===== src/rtl/id_ex_stage_pkg.sv =====
// id_ex_stage_pkg -- shared encodings for the ID/EX pipeline register.
// Holds the ALU control codes produced by the decoder, the main-decoder
// alu_op classes, the funct3 values the ALU decoder recognises, and the
// forwarding-select encodings used by the operand muxes.
package id_ex_stage_pkg;

  // ALU control codes driven to the execute stage
  localparam logic [3:0] ALU_AND    = 4'b0000;
  localparam logic [3:0] ALU_OR     = 4'b0001;
  localparam logic [3:0] ALU_ADD    = 4'b0010;
  localparam logic [3:0] ALU_SUB    = 4'b0110;
  localparam logic [3:0] ALU_PASS_A = 4'b1111;

  // Instruction class from the main decoder
  typedef enum logic [1:0] {
    ALU_OP_MEM    = 2'b00,
    ALU_OP_BRANCH = 2'b01,
    ALU_OP_RTYPE  = 2'b10,
    ALU_OP_ITYPE  = 2'b11
  } alu_op_e;

  // funct3 values with a supported ALU operation
  localparam logic [2:0] F3_ADD_SUB = 3'b000;
  localparam logic [2:0] F3_OR      = 3'b110;
  localparam logic [2:0] F3_AND     = 3'b111;

  // Operand source selection from the forwarding unit
  typedef enum logic [1:0] {
    FWD_RF     = 2'b00,
    FWD_MEM    = 2'b01,
    FWD_WB     = 2'b10,
    FWD_RF_ALT = 2'b11
  } fwd_sel_e;

endpackage


===== src/rtl/id_ex_stage_alu_decoder.sv =====
// alu_decoder -- combinational ALU control decoder.
// Ports:
//   alu_op   [1:0] instruction class from the main decoder
//   funct3   [2:0] instruction funct3 field
//   funct7b5       bit 5 of funct7 (selects SUB for R-type only)
//   alu_ctrl [3:0] ALU control code
module alu_decoder
  import id_ex_stage_pkg::*;
(
  input  logic [1:0] alu_op,
  input  logic [2:0] funct3,
  input  logic       funct7b5,
  output logic [3:0] alu_ctrl
);

  always_comb begin
    alu_ctrl = ALU_PASS_A;
    case (alu_op_e'(alu_op))
      ALU_OP_MEM:    alu_ctrl = ALU_ADD;
      ALU_OP_BRANCH: alu_ctrl = ALU_SUB;
      ALU_OP_RTYPE: begin
        case (funct3)
          F3_ADD_SUB: alu_ctrl = funct7b5 ? ALU_SUB : ALU_ADD;
          F3_AND:     alu_ctrl = ALU_AND;
          F3_OR:      alu_ctrl = ALU_OR;
          default:    alu_ctrl = ALU_PASS_A;
        endcase
      end
      ALU_OP_ITYPE: begin
        // funct7b5 belongs to the immediate for I-type, so ADDI never subtracts
        case (funct3)
          F3_ADD_SUB: alu_ctrl = ALU_ADD;
          F3_AND:     alu_ctrl = ALU_AND;
          F3_OR:      alu_ctrl = ALU_OR;
          default:    alu_ctrl = ALU_PASS_A;
        endcase
      end
      default: alu_ctrl = ALU_PASS_A;
    endcase
  end

endmodule


===== src/rtl/id_ex_stage.sv =====
// id_ex_stage -- ID/EX pipeline register with operand forwarding and ALU decode.
// Ports:
//   clk, reset_n                      clock, asynchronous active-low reset
//   in_valid / in_ready               decode-side handshake
//   in_rs1_data, in_rs2_data, in_imm, in_pc   operands, immediate, PC
//   in_alu_op, in_funct3, in_funct7b5, in_alu_src   ALU decode fields
//   in_rd, in_reg_write, in_mem_read, in_mem_write, in_branch   sideband
//   fwd_a, fwd_b, mem_fwd_data, wb_fwd_data   forwarding selects and sources
//   flush                             drop held and incoming instruction
//   out_valid / out_ready             execute-side handshake
//   out_a, out_b, out_store_data, out_pc, out_alu_ctrl   registered payload
//   out_rd, out_reg_write, out_mem_read, out_mem_write, out_branch
module id_ex_stage
  import id_ex_stage_pkg::*;
#(
  parameter int XLEN = 32
) (
  input  logic            clk,
  input  logic            reset_n,
  input  logic            in_valid,
  output logic            in_ready,
  input  logic [XLEN-1:0] in_rs1_data,
  input  logic [XLEN-1:0] in_rs2_data,
  input  logic [XLEN-1:0] in_imm,
  input  logic [XLEN-1:0] in_pc,
  input  logic [1:0]      in_alu_op,
  input  logic [2:0]      in_funct3,
  input  logic            in_funct7b5,
  input  logic            in_alu_src,
  input  logic [4:0]      in_rd,
  input  logic            in_reg_write,
  input  logic            in_mem_read,
  input  logic            in_mem_write,
  input  logic            in_branch,
  input  logic [1:0]      fwd_a,
  input  logic [1:0]      fwd_b,
  input  logic [XLEN-1:0] mem_fwd_data,
  input  logic [XLEN-1:0] wb_fwd_data,
  input  logic            flush,
  output logic            out_valid,
  input  logic            out_ready,
  output logic [XLEN-1:0] out_a,
  output logic [XLEN-1:0] out_b,
  output logic [XLEN-1:0] out_store_data,
  output logic [XLEN-1:0] out_pc,
  output logic [3:0]      out_alu_ctrl,
  output logic [4:0]      out_rd,
  output logic            out_reg_write,
  output logic            out_mem_read,
  output logic            out_mem_write,
  output logic            out_branch
);

  logic [XLEN-1:0] fwd_rs1;
  logic [XLEN-1:0] fwd_rs2;
  logic [3:0]      alu_ctrl_next;
  logic            transfer;
  logic            valid_next;

  logic            valid_reg;
  logic [XLEN-1:0] a_reg;
  logic [XLEN-1:0] b_reg;
  logic [XLEN-1:0] store_data_reg;
  logic [XLEN-1:0] pc_reg;
  logic [3:0]      alu_ctrl_reg;
  logic [4:0]      rd_reg;
  logic            reg_write_reg;
  logic            mem_read_reg;
  logic            mem_write_reg;
  logic            branch_reg;

  // Operand forwarding; both 00 and 11 fall back to the register file
  always_comb begin
    fwd_rs1 = in_rs1_data;
    case (fwd_sel_e'(fwd_a))
      FWD_MEM: fwd_rs1 = mem_fwd_data;
      FWD_WB:  fwd_rs1 = wb_fwd_data;
      default: fwd_rs1 = in_rs1_data;
    endcase
  end

  always_comb begin
    fwd_rs2 = in_rs2_data;
    case (fwd_sel_e'(fwd_b))
      FWD_MEM: fwd_rs2 = mem_fwd_data;
      FWD_WB:  fwd_rs2 = wb_fwd_data;
      default: fwd_rs2 = in_rs2_data;
    endcase
  end

  alu_decoder u_alu_decoder (
    .alu_op   (in_alu_op),
    .funct3   (in_funct3),
    .funct7b5 (in_funct7b5),
    .alu_ctrl (alu_ctrl_next)
  );

  // flush is folded into in_ready so it also blocks the transfer
  assign in_ready = (!valid_reg || out_ready) && !flush;
  assign transfer = in_valid && in_ready;

  always_comb begin
    valid_next = valid_reg;
    if (flush)
      valid_next = 1'b0;
    else if (transfer)
      valid_next = 1'b1;
    else if (out_ready)
      valid_next = 1'b0;
  end

  always_ff @(posedge clk or negedge reset_n) begin
    if (!reset_n) begin
      valid_reg      <= 1'b0;
      a_reg          <= '0;
      b_reg          <= '0;
      store_data_reg <= '0;
      pc_reg         <= '0;
      alu_ctrl_reg   <= ALU_ADD;
      rd_reg         <= '0;
      reg_write_reg  <= 1'b0;
      mem_read_reg   <= 1'b0;
      mem_write_reg  <= 1'b0;
      branch_reg     <= 1'b0;
    end else begin
      valid_reg <= valid_next;
      if (transfer) begin
        a_reg          <= fwd_rs1;
        b_reg          <= in_alu_src ? in_imm : fwd_rs2;
        store_data_reg <= fwd_rs2;
        pc_reg         <= in_pc;
        alu_ctrl_reg   <= alu_ctrl_next;
        rd_reg         <= in_rd;
        reg_write_reg  <= in_reg_write;
        mem_read_reg   <= in_mem_read;
        mem_write_reg  <= in_mem_write;
        branch_reg     <= in_branch;
      end
    end
  end

  assign out_valid      = valid_reg;
  assign out_a          = a_reg;
  assign out_b          = b_reg;
  assign out_store_data = store_data_reg;
  assign out_pc         = pc_reg;
  assign out_alu_ctrl   = alu_ctrl_reg;
  assign out_rd         = rd_reg;
  // Side-effecting controls are masked so a stale payload can never commit
  assign out_reg_write  = reg_write_reg & valid_reg;
  assign out_mem_read   = mem_read_reg  & valid_reg;
  assign out_mem_write  = mem_write_reg & valid_reg;
  assign out_branch     = branch_reg    & valid_reg;

endmodule


===== config.mk =====
export PLATFORM = sky130hd
export DESIGN_NAME = id_ex_stage
export DESIGN_NICKNAME = d
export VERILOG_FILES = /design/src/rtl/id_ex_stage_pkg.sv /design/src/rtl/id_ex_stage_alu_decoder.sv /design/src/rtl/id_ex_stage.sv
export SDC_FILE = /design/constraint.sdc
export NUM_CORES = 1
export LEC_CHECK = 0
export CORE_MARGIN = 2
export CORE_UTILIZATION = 40
export CTS_BUF_LIST = sky130_fd_sc_hd__clkbuf_8
export DETAILED_ROUTE_END_ITERATION = 16
export GPL_ROUTABILITY_DRIVEN = 0
export PLACE_DENSITY = 0.89
export SLEW_MARGIN = 20
export SYNTH_ARGS = -nofsm -noshare
export SYNTH_HDL_FRONTEND = slang
export SYNTH_HIERARCHICAL = 1
export SYNTH_SLANG_ARGS = --single-unit

===== constraint.sdc =====
create_clock -name clk -period 2.5 [get_ports clk]
set_clock_uncertainty 0.15 [all_clocks]
set_input_delay 0.375 -clock clk [delete_from_list [all_inputs] [get_ports clk]]
set_output_delay 0.375 -clock clk [all_outputs]
set_load 0.02 [all_outputs]

==> metrics <==
min cycle time layout=2400 ps; Area Overhead vs Synth=60.3%; CP Data Arrival Time=1870 ps; synthesized area=0.00745 mm^2; Die Footprint=0.0197 mm^2; # IOs=360; Top FF cell, synth=dfrtp_1; core area=0.0181 mm^2; post-cts resize count=0; unrepaired setup endpoints after global routing=false; post-synthesis register bit count=142; required time at the worst-slack endpoint=1980 ps; worst reg-to-reg setup slack=460 ps; number of flops mapped to enable cells by yosys=0; Seq. cell area=between 0.003 and 0.004 mm^2; largest net degree at the start of global routing=57; Final Cycle Share=between 90% and 100%; first-pass GRT wire length=40,200 um; critical path type=reg2out; Hold Path Class=in2async; DR WL/cell=20.6 um; post-synth top area cell=dfrtp_1; H-tree depth=4; Iter 0 DRT Violations=408; worst vdd ir=0.445 mV; post-detail-place hpwl=19,600 um; Tightest Pin Transition=792 ps; relative slew slack=47.2%; clock buffer depth=2; Rows=49; Die W=140 um; power per cell area=686 mW/mm^2; post-route ant nets=0; routed wl met3=2370 um; Reg2Reg Depth=5; max cap viols=0; dpl cells=1,215; Startpoint Class=flip-flop; Synth area leaders=dfrtp_1, mux2_1, mux2_2, a22oi_1, mux2i_1; Mapped Avg Cell Area=approximately 11 um^2; Clock Sink Count=142; total number of vias=6,787; count of pins over their slew limit=0; drc violations=0; Hold Violations, Final=0; IO Port Bufs=about 360; Clock Latency Late Sink=about 440 ps; Synth Instances=649; clock root buffer=clkbuf_8; CTS Buf Count=17; vias in the first global route=7,336; Netlist cell types=27; Final Instance Count excl. Fillers=1,249; Synthesis Warnings=6; Max Freq=between 0.4 and 0.5 GHz; reg2reg end=out_store_data[1]; Async SR Flop Fraction=100%; Final Setup Violations=0; GRT Overall Usage=26.2%; Fillers=~1,400; Worst R2R Start=out_valid; multi-input logic area=between 0.003 and 0.004 mm^2; Nets=1,227; Synth Net Count=870; crit-path max FO=6; Lkg Pwr=5.07 nW; DRT Pass-1 Iters=5; initial core utilization=41.0%; CTS tree=yes; vias per cell=5.43; WL final=25,800 um; die height=140 um; Top Layer Used=met4; met2 wire len=12,900 um; crit end category=primary output; share of layout cells above drive strength 1=12.1%; top cell type's share of synthesized area=47.4%; WL met1=9560 um; status=complete, no violations; Setup TNS=0 ps; GR Overflow Total=0; initial antenna violation count=1; Clk pin slew, worst setup/hold paths=90 ps; Seq/Total Area, Yosys=47.7%
-- final cells by class --
class	count	area share (%)
clock buffers	19	2.19
multi-input cells	388	28.3
inverters	68	2.14
well taps	229	2.40
flip-flops and latches	142	29.8
repair buffers	389	33.6
diodes	1	0.0210
clock inverters	13	1.58
-- critical path, stage by stage (launching register included) --
cell and delay (ps):
dfrtp_1 460, nor2b_2 230, nor2_1 110, clkdlybuf4s50_1 630
-- metal layers --
metal	vias up	track usage, %
li1	3066	-
met1	3288	30.6
met2	363	45.6
met3	70	7.42
met4	0	10.9
met5	-	0
-- repair_timing --
action | CTS | global route
setup endpoints to repair | 0 | 0
setup buffers | 0 | 0
hold buffers | 1 | 0
endpoints found under the hold margin | 36 | 0
-- stage by stage --
stage | worst slack, ps | power, mW | hold WS [ps] | instance area, um^2 | utilization [%]
5_1_grt | 19.2 | 8.56 | 286 | 11900 | 65.8
6_report | 101 | 8.19 | 275 | 11900 | 65.8
3_3_place_gp | 41.4 | 6.05 | 166 | 11500 | 63.3
4_1_cts | 56.4 | 8.24 | 260 | 11900 | 65.8
3_5_place_dp | -53.8 | 6.14 | 169 | 11500 | 63.3
2_1_floorplan | 636 | 4.38 | -70.6 | 7450 | -
-- kinds of logic (layout without fill, tap and decap cells) --
| family | after synthesis | count (layout) | share of synthesized area, % |
|---|---|---|---|
| muxes | 173 | 173 | 25.6 |
| DFF | 142 | 142 | 47.7 |
| AOI/OAI and AO/OA | 133 | 133 | 12.8 |
| buffers and inverters | 119 | 489 | 7.14 |
| and+or+nand+nor | 78 | 78 | 6.06 |
| adders and majority gates | 4 | 4 | 0.672 |
| other | 0 | 1 | 0 |
-- power by group --
part	total (mW)	internal, mW	switching, mW
combinational	3.08	1.62	1.45
sequential	3.03	2.77	0.260
clock	2.08	1.15	0.939
-- synthesized netlist by cell type, drive strengths merged (4+ instances only) --
| cell | n |
|---|---|
| dfrtp | 141 |
| nor3b | 33 |
| clkbuf | 30 |
| a221oi | 32 |
| and2 | 4 |
| ha | 4 |
| buf | 21 |
| mux2i | 32 |
| mux2 | 141 |
| nand2 | 32 |
| nor2 | 4 |
| a22oi | 64 |
| o21ai | 32 |
| inv | 68 |
-- how the worst max path moves through the flow --
stage / startpoint / to / slack (ps) / cells after the start
6_report: out_valid / in_ready / 100 / 3
5_1_grt: out_valid / in_ready / 20 / 3
4_1_cts: out_valid / in_ready / 60 / 3
3_5_place_dp: fwd_b[0] / out_b[12] / -50 / 7
3_3_place_gp: fwd_b[0] / out_b[1] / 40 / 7
2_1_floorplan: fwd_b[0] / out_b[0] / 640 / 6
-- cell usage in the layout, fill, tap and decap left out, types with 2 or more instances in the layout --
master / Yosys / routed
o21ai_0: 32 / 32
bufinv_16: 0 / 4
ha_1: 4 / 2
inv_1: 68 / 69
buf_4: 1 / 13
clkbuf_8: 0 / 19
clkinv_4: 0 / 3
nor3b_1: 32 / 32
nand2_1: 32 / 32
mux2_1: 87 / 87
a21oi_1: 3 / 3
a22oi_1: 64 / 64
buf_12: 0 / 16
mux2i_1: 32 / 32
clkinvlp_4: 0 / 4
dfrtp_1: 141 / 141
a221oi_1: 32 / 32
and2_1: 4 / 4
ha_2: 0 / 2
clkdlybuf4s50_1: 0 / 357
nor2_1: 4 / 3
mux2_2: 54 / 54
Power figures use the tool's default switching activity.
